===== src/rtl/gmii_rx_deframer.sv =====
// gmii_rx_deframer
//   Turns the GMII receive stream into an 8-bit AXI-Stream of frame bytes.
//   It strips the preamble and SFD and checks the length and the CRC-32 FCS.
//   It also counts good frames and bad or dropped frames.
//
//   Build option: `GMII_RX_FCS_STRIP_EN
//     defined   -> 5-byte hold pipeline; the 4 FCS bytes are not emitted.
//     undefined -> 1-byte hold pipeline; the FCS bytes are the last 4 beats.
//
//   Ports
//     userclk2       125 MHz GMII receive clock (only clock)
//     reset          synchronous, active-high
//     gmii_rxd       receive data
//     gmii_rx_dv     receive data valid
//     gmii_rx_er     receive error
//     m_axis_tdata   payload byte
//     m_axis_tvalid  beat valid (no backpressure)
//     m_axis_tlast   last beat of a frame
//     m_axis_tuser   frame bad, meaningful on the tlast beat
//     frames_ok      saturating count of good frames
//     frames_bad     saturating count of bad or dropped frames
module gmii_rx_deframer #(
  parameter int unsigned MAX_FRAME = 1518,
  parameter int unsigned MIN_FRAME = 64
) (
  input  logic        userclk2,
  input  logic        reset,
  input  logic [7:0]  gmii_rxd,
  input  logic        gmii_rx_dv,
  input  logic        gmii_rx_er,
  output logic [7:0]  m_axis_tdata,
  output logic        m_axis_tvalid,
  output logic        m_axis_tlast,
  output logic        m_axis_tuser,
  output logic [15:0] frames_ok,
  output logic [15:0] frames_bad
);

`ifdef GMII_RX_FCS_STRIP_EN
  localparam int unsigned D = 5;
`else
  localparam int unsigned D = 1;
`endif
  localparam int unsigned OLD         = D - 1;
  localparam logic [7:0]  PRE_BYTE    = 8'h55;
  localparam logic [7:0]  SFD_BYTE    = 8'hD5;
  localparam logic [31:0] CRC_INIT    = '1;
  localparam logic [31:0] CRC_RESIDUE = 32'hC704DD7B;

  typedef enum logic [2:0] {
    WAIT_IDLE,
    IDLE,
    PREAMBLE,
    DATA,
    DROP
  } state_t;

  state_t      state, state_nxt;
  logic        push, frame_end, drop_enter;
  logic        frame_bad;

  logic [7:0]  pipe [D];
  logic [15:0] len;
  logic [31:0] len_ext;
  logic [31:0] crc;
  logic        err;

  // Beat stage between the pipeline and the output registers; it gives
  // every byte its D+1 cycle latency while the FSM still works on raw inputs.
  logic [7:0]  beat_data;
  logic        beat_valid, beat_last, beat_user;

  // Input bits go in LSB first, and the register is kept in MSB-first order.
  // With this layout a frame with a correct FCS leaves 0xC704DD7B.
  function automatic logic [31:0] crc_byte(input logic [31:0] c, input logic [7:0] d);
    logic [31:0] r;
    r = c;
    for (int unsigned i = 0; i < 8; i++) begin
      r = {r[30:0], 1'b0} ^ ((r[31] ^ d[i]) ? 32'h04C11DB7 : '0);
    end
    return r;
  endfunction

  function automatic logic [15:0] sat_inc(input logic [15:0] v);
    return (v == '1) ? v : v + 16'd1;
  endfunction

  assign len_ext = {16'd0, len};

  always_comb begin
    frame_bad = err
              | (len_ext < MIN_FRAME)
              | (len_ext > MAX_FRAME)
              | (crc != CRC_RESIDUE)
              | (len_ext <= D);
  end

  // A sample with gmii_rx_er high and gmii_rx_dv low is ignored in every state.
  always_comb begin
    state_nxt  = state;
    push       = 1'b0;
    frame_end  = 1'b0;
    drop_enter = 1'b0;
    case (state)
      WAIT_IDLE: begin
        if (!gmii_rx_dv) state_nxt = IDLE;
      end
      IDLE: begin
        if (gmii_rx_dv) begin
          if (gmii_rxd == PRE_BYTE) begin
            state_nxt = PREAMBLE;
          end else if (gmii_rxd == SFD_BYTE) begin
            state_nxt = DATA;
          end else begin
            state_nxt  = DROP;
            drop_enter = 1'b1;
          end
        end
      end
      PREAMBLE: begin
        if (!gmii_rx_dv) begin
          state_nxt = IDLE;
        end else if (gmii_rx_er) begin
          state_nxt  = DROP;
          drop_enter = 1'b1;
        end else if (gmii_rxd == SFD_BYTE) begin
          state_nxt = DATA;
        end else if (gmii_rxd != PRE_BYTE) begin
          state_nxt  = DROP;
          drop_enter = 1'b1;
        end
      end
      DATA: begin
        if (gmii_rx_dv) begin
          push = 1'b1;
        end else begin
          frame_end = 1'b1;
          state_nxt = IDLE;
        end
      end
      DROP: begin
        if (!gmii_rx_dv) state_nxt = IDLE;
      end
      default: state_nxt = WAIT_IDLE;
    endcase
  end

  always_ff @(posedge userclk2) begin
    if (reset) begin
      state         <= WAIT_IDLE;
      for (int unsigned i = 0; i < D; i++) pipe[i] <= '0;
      len           <= '0;
      crc           <= CRC_INIT;
      err           <= 1'b0;
      beat_data     <= '0;
      beat_valid    <= 1'b0;
      beat_last     <= 1'b0;
      beat_user     <= 1'b0;
      m_axis_tdata  <= '0;
      m_axis_tvalid <= 1'b0;
      m_axis_tlast  <= 1'b0;
      m_axis_tuser  <= 1'b0;
      frames_ok     <= '0;
      frames_bad    <= '0;
    end else begin
      state         <= state_nxt;
      beat_valid    <= 1'b0;
      beat_last     <= 1'b0;
      beat_user     <= 1'b0;
      m_axis_tdata  <= beat_data;
      m_axis_tvalid <= beat_valid;
      m_axis_tlast  <= beat_last;
      m_axis_tuser  <= beat_user;

      if (push) begin
        pipe[0] <= gmii_rxd;
        for (int unsigned i = 1; i < D; i++) pipe[i] <= pipe[i-1];
        len <= sat_inc(len);
        crc <= crc_byte(crc, gmii_rxd);
        if (gmii_rx_er) err <= 1'b1;
        // Pipeline already full: the oldest byte leaves as the new one enters.
        if (len_ext >= D) begin
          beat_valid <= 1'b1;
          beat_data  <= pipe[OLD];
        end
      end

      if (frame_end) begin
        // A frame of D or fewer bytes has emitted nothing and stays silent.
        if (len_ext > D) begin
          beat_valid <= 1'b1;
          beat_last  <= 1'b1;
          beat_user  <= frame_bad;
          beat_data  <= pipe[OLD];
        end
        if (frame_bad) frames_bad <= sat_inc(frames_bad);
        else           frames_ok  <= sat_inc(frames_ok);
        len <= '0;
        crc <= CRC_INIT;
        err <= 1'b0;
      end else if (drop_enter) begin
        frames_bad <= sat_inc(frames_bad);
      end
    end
  end

endmodule


===== config.mk =====
export PLATFORM = sky130hd
export DESIGN_NAME = gmii_rx_deframer
export DESIGN_NICKNAME = d
export VERILOG_FILES = /design/src/rtl/gmii_rx_deframer.sv
export SDC_FILE = /design/constraint.sdc
export NUM_CORES = 1
export LEC_CHECK = 0
export CORE_ASPECT_RATIO = 1.75
export CORE_MARGIN = 3
export CORE_UTILIZATION = 40
export CTS_CLUSTER_DIAMETER = 30
export DETAILED_ROUTE_END_ITERATION = 10
export HOLD_SLACK_MARGIN = 0.05
export SYNTH_ARGS = -nofsm -noshare
export SYNTH_HDL_FRONTEND = slang
export SYNTH_SLANG_ARGS = --single-unit

===== constraint.sdc =====
create_clock -name userclk2 -period 3.05 [get_ports userclk2]
set_input_delay 0.61 -clock userclk2 [delete_from_list [all_inputs] [get_ports userclk2]]
set_output_delay 0.61 -clock userclk2 [all_outputs]
set_load 0.1 [all_outputs]

=== Word-level counts from Yosys, hierarchy flattened ===
Memories as Yosys holds them, arrays and structs flattened.
Index checks and enable logic that the tools add are counted.
W data, S select, Z words.

* Input port bits: 12
* Output and inout port bits: 43
* Bits in read-only memories: 0
* Word-level logic and storage cells: 124
* Bits in registers: 106
* Latch bits: 0
* Memories: 1
* Bits in writable memories: 8

* Bitwise operators: 25
* Multiplexer cells: 49
* Reductions and logical operators: 12
* Eq/ne operators: 15
* Divide/modulo/power cells: 0
* Shift operators: 0
* Add/sub/neg operators: 3
* Magnitude comparators: 5
* $mul: 0

{| class="wikitable"
|+ Memory list
! memory !! words !! bits a word !! rd ports !! clocked after Yosys merged registers in !! write ports !! RTL line !! text
|-
| pipe || 1 || 8 || 1 || 0 || 1 || 62 || <nowiki>logic [7:0] pipe [D];</nowiki>
|}

{| class="wikitable"
|+ Operators with widths
! operator !! count
|-
| $xor A32 B27 Y32 || 8
|-
| $mux W27 || 8
|-
| $mux W16 || 4
|-
| $add A16 B1 Y16 const B || 3
|-
| $eq A16 B16 Y1 const B || 3
|-
| $mux W8 || 5
|-
| $ne A32 B32 Y1 const B || 1
|-
| $mux W3 || 8
|-
| $mux W1 || 22
|-
| $ge A16 B1 Y1 const B || 1
|-
| $gt A16 B1 Y1 const B || 1
|-
| $gt A16 B11 Y1 const B || 1
|-
| $le A16 B1 Y1 const B || 1
|-
| $lt A16 B7 Y1 const B || 1
|-
| $pmux W3 S3 || 1
|-
| $eq A8 B7 Y1 const B || 1
|-
| $eq A8 B8 Y1 const B || 1
|-
| $ne A8 B7 Y1 const B || 1
|-
| $reduce_or A8 Y1 || 1
|-
| $xor A1 B1 Y1 || 8
|-
| $eq A3 B2 Y1 const B || 2
|-
| $reduce_and A2 Y1 || 3
|-
| $reduce_and A3 Y1 || 2
|-
| $reduce_or A3 Y1 || 2
|-
| other kinds (11) || 20
|}

=== Depth between registers and ports, before layout ===
* Word-level depth: 24
* Mapped depth: 9
* Mapped depth without buffers: 7

=== Least setup slack after synthesis ===
Ideal clock, no wire load.

* Path kind: register -> register
* From: register frames_bad[7]
* To: register frames_bad[1]
* Cell stages (with the launch flop): 10
* Path buffers: 3
* Arrival: 2.777 ns
* Setup slack: 0.202 ns
* Required time: 2.979 ns
* Cell sequence: dfxtp_1 -> and4_1 -> and3_1 -> and3_1 -> and3_1 -> buf_2 -> clkbuf_1 -> clkbuf_1 -> o21ai_0 -> a21oi_1

* Longest elaborated chain between the ends: 4
* Elaborated cells between the ends (all ways): 5

{| class="wikitable"
|+ RTL lines
! what !! RTL line !! text
|-
| start, declared || 36 || <nowiki>output logic [15:0] frames_bad</nowiki>
|-
| start signal, assigned || 196 || <nowiki>if (frame_bad) frames_bad <= sat_inc(frames_bad);</nowiki>
|-
| start signal, assigned || 202 || <nowiki>frames_bad <= sat_inc(frames_bad);</nowiki>
|-
| $eq A16 B16 Y1 * || 85 || <nowiki>return (v == '1) ? v : v + 16'd1;</nowiki>
|-
| $mux W16 * || -- ||
|-
| $mux W16, on equally long branches || -- ||
|-
| $mux W16 * || -- ||
|}

Mark *: on every way between the ends. The rest lies on a longest branch, timed or not. The select of a mux whose other input is x is not followed.
A chain may end at the register's enable or synchronous reset.

=== Final worst setup path ===
* From: input port gmii_rxd[5]
* To: register frames_bad[11]

* Longest elaborated chain between the ends: 8
* Elaborated cells between the ends (all ways): 13

{| class="wikitable"
|+ RTL lines
! what !! RTL line !! text
|-
| start, declared || 28 || <nowiki>input logic [7:0] gmii_rxd,</nowiki>
|-
| $ne A8 B7 Y1 || 128 || <nowiki>end else if (gmii_rxd != PRE_BYTE) begin</nowiki>
|-
| $mux W1 || 128 ||
|-
| $mux W1 || 126 || <nowiki>end else if (gmii_rxd == SFD_BYTE) begin</nowiki>
|-
| $mux W1 || 123 || <nowiki>end else if (gmii_rx_er) begin</nowiki>
|-
| $mux W1 || 121 || <nowiki>if (!gmii_rx_dv) begin</nowiki>
|-
| $pmux W1 S2 * || 104 || <nowiki>case (state)</nowiki>
|-
| $reduce_bool A2 Y1 (no line) * || -- ||
|-
| $reduce_and A2 Y1 (no line) * || -- ||
|}

Mark *: on every way between the ends. The rest lies on a longest branch, timed or not.

==> run summary <==
Placement Setup Slack - 0.0970 ns
Post-synth top cells - dfxtp_1, nor2_1, xnor2_1
Non-Filler Instances - 875
CP Data Arrival Time - 2.90 ns
Slew headroom - 0.508
GR Overflow Total - 0
Worst path required time - 3.39 ns
Global placement routability congestion - 0.816
Worst Setup SP - gmii_rxd[5]
DRC viols - 0
Cell depth of the worst flop-to-flop path - 7
Vias per inst - 5.31
Hold Crit Start - beat_valid
Number of max-cap violations - 0
Tcrit/Tclk final - 0.839
Clk root buf - clkbuf_16
Max VDD drop - 0.000366 V
Via Count - 4650
Critical-path cell list - clkdlybuf4s50_1 > nand2b_1 > or4_1 > a32oi_1 > o21a_1 > buf_4 > o31ai_1 > a21oi_1
Worst hold path class - register to register
Setup Crit Path Kind - input port to register
Routed Antenna Nets - 0
Asr flop ratio synth - 0
Initial Util - 0.412
Synth area leader - dfxtp_1
Critical Path Stages - 8
RSZ-0062 raised after global routing - false
CP max FO - 10
Core Region - 13500 sq um
CTS tree - built
Design Area, Final - 6960 sq um
DR WL met3 - 433 microns
Gr usage total - 0.186
Number of synthesized flops with an enable pin - 8
Initial antenna violation count - 0
Total CTS buffers - 17
Largest net degree at the start of global routing - 43
Clock latency on the worst-skew pair - 0.42 ns
Met2 WL post-DR - 7500 microns
Measured slew at the worst slew-check pin - 0.738 ns
Slowest stage delay, CP - 0.56 ns
Yosys Warn Count - 0
Critical Path Sink Type - register
Syn Area/Cell - 9.04 sq um
Synth top area share - 0.381
Clock period minus worst slack - 2.56 ns
Synthesis-to-finish area growth - 24.9%
Clock transition at the registers of the reported paths - 0.06 ns
Clock skew - 0.00843 ns
CTS Sinks - 114
Global-route wire length before repair - 22500 microns
Final Slew Violations - 0
DR pass1 iterations - 4
Placed cell count - 843
Leakage - 2.64 nW
Htree depth - 4
Hold-fix buffers, CTS - 0
Count leader, synth - dfxtp_1
#FFs+latches synth - 114
Vias in the first global route - 4747
Synth area leaders - dfxtp_1, xnor2_1, xor2_1
CP max stage cell - or4_1
Nets - 705
Hold path cells - 1
Top routing layer in use - met4
Post-DP Area - 6320 sq um
Outcome - completed
Register area share after synthesis - 0.424
Synth Instances - 616
Main flop type after synthesis - dfxtp_1
Kind of cell adding the most delay to the critical path - compound AO/OA/AOI/OAI gates
Die area - 15400 sq um
Row Count - 56
Setup ws final - 0.492 ns
Drt total wl - 13500 microns
Drt wl/cell - 15.4 microns
Post-CTS setup buffer count - 0
Mapped Nets - 633
Share of post-route cells with drive strength above 1 - 0.183
Netlist cell types - 53
Final setup viols - 0
Reg2reg start - len[0]
TNS Setup - 0 ns
I/O Buffers - 54
CP Buf/Inv Count - 2
Die Span Y - 162 microns
Final Util - 0.514
CTS Buffer Depth - 2
Diode count - 0
Hpwl dp - 9760 microns
I/O pins - 55
Post-CTS sizing - 0
Pwr dens - 569 nW/um^2
Startpoint class of the critical path - input port
Hold Vio Cnt, Final - 0
M1 WL - 5170 microns
Cell Area, Synth - 5570 sq um
Max Freq - 0.391 GHz
Drt initial violations - 170
DIE WIDTH - 95.2 microns
-- metal layers --
layer	vias up	track usage
li1	2300	-
met1	2232	0.195
met2	91	0.341
met3	27	0.0426
met4	0	0.0848
met5	-	0
-- power breakdown --
group	internal [W]	switching, W
clock network	0.00138	0.000755
logic	0.000140	0.000162
registers	0.00151	0.00000991
-- stage by stage --
stage / power [W] / hold slack [ns]
5_1_grt: 0.00409 / 0.461
3_5_place_dp: 0.00186 / 0.430
6_report: 0.00396 / 0.441
4_1_cts: 0.00399 / 0.451
2_1_floorplan: 0.00176 / 0.414
3_3_place_gp: 0.00185 / 0.426
-- sequential cells by signal, summed over array words and instances, names as in the netlist, 3 cells and up --
name          count
pipe              8
beat_data         8
frames_ok        16
state             3
len              16
m_axis_tdata      8
frames_bad       16
crc              32
-- path summary, 6_finish.rpt --
check | to | slack [ns]
max reg2reg | frames_bad[11] | 0.53
max | frames_bad[11] | 0.49
min reg2reg | m_axis_tvalid | 0.44
min | m_axis_tvalid | 0.44
-- cell usage in the layout, fill, tap and decap left out, types with 13 or more instances in the layout --
master	count
nor2_1	69
dfxtp_1	106
nand4_1	13
nor2b_1	17
nand3_1	19
nand2b_1	23
xor2_1	32
o22ai_1	20
clkbuf_16	17
xnor2_1	63
nand2_1	32
a21oi_1	34
buf_4	75
-- logic make-up (layout without fill, tap and decap cells) --
kind of cell	after synthesis	in the layout	synth area share
simple gates	261	261	0.257
compound gates	81	81	0.0917
flops	114	114	0.424
fa+ha+maj	5	5	0.0112
xor+xnor	98	98	0.158
buf+inv	42	127	0.0299
mux	15	15	0.0281
-- cell type report --
cell class / instances / area [sq um]
inverter: 9 / 33.8
multi-input combinational: 460 / 3040
clock buffer: 17 / 425
sequential: 114 / 2360
timing repair buffer: 86 / 668
fill: 1278 / 6570
tap: 174 / 218
clock inverter: 15 / 208
Power figures use the tool's default switching activity.
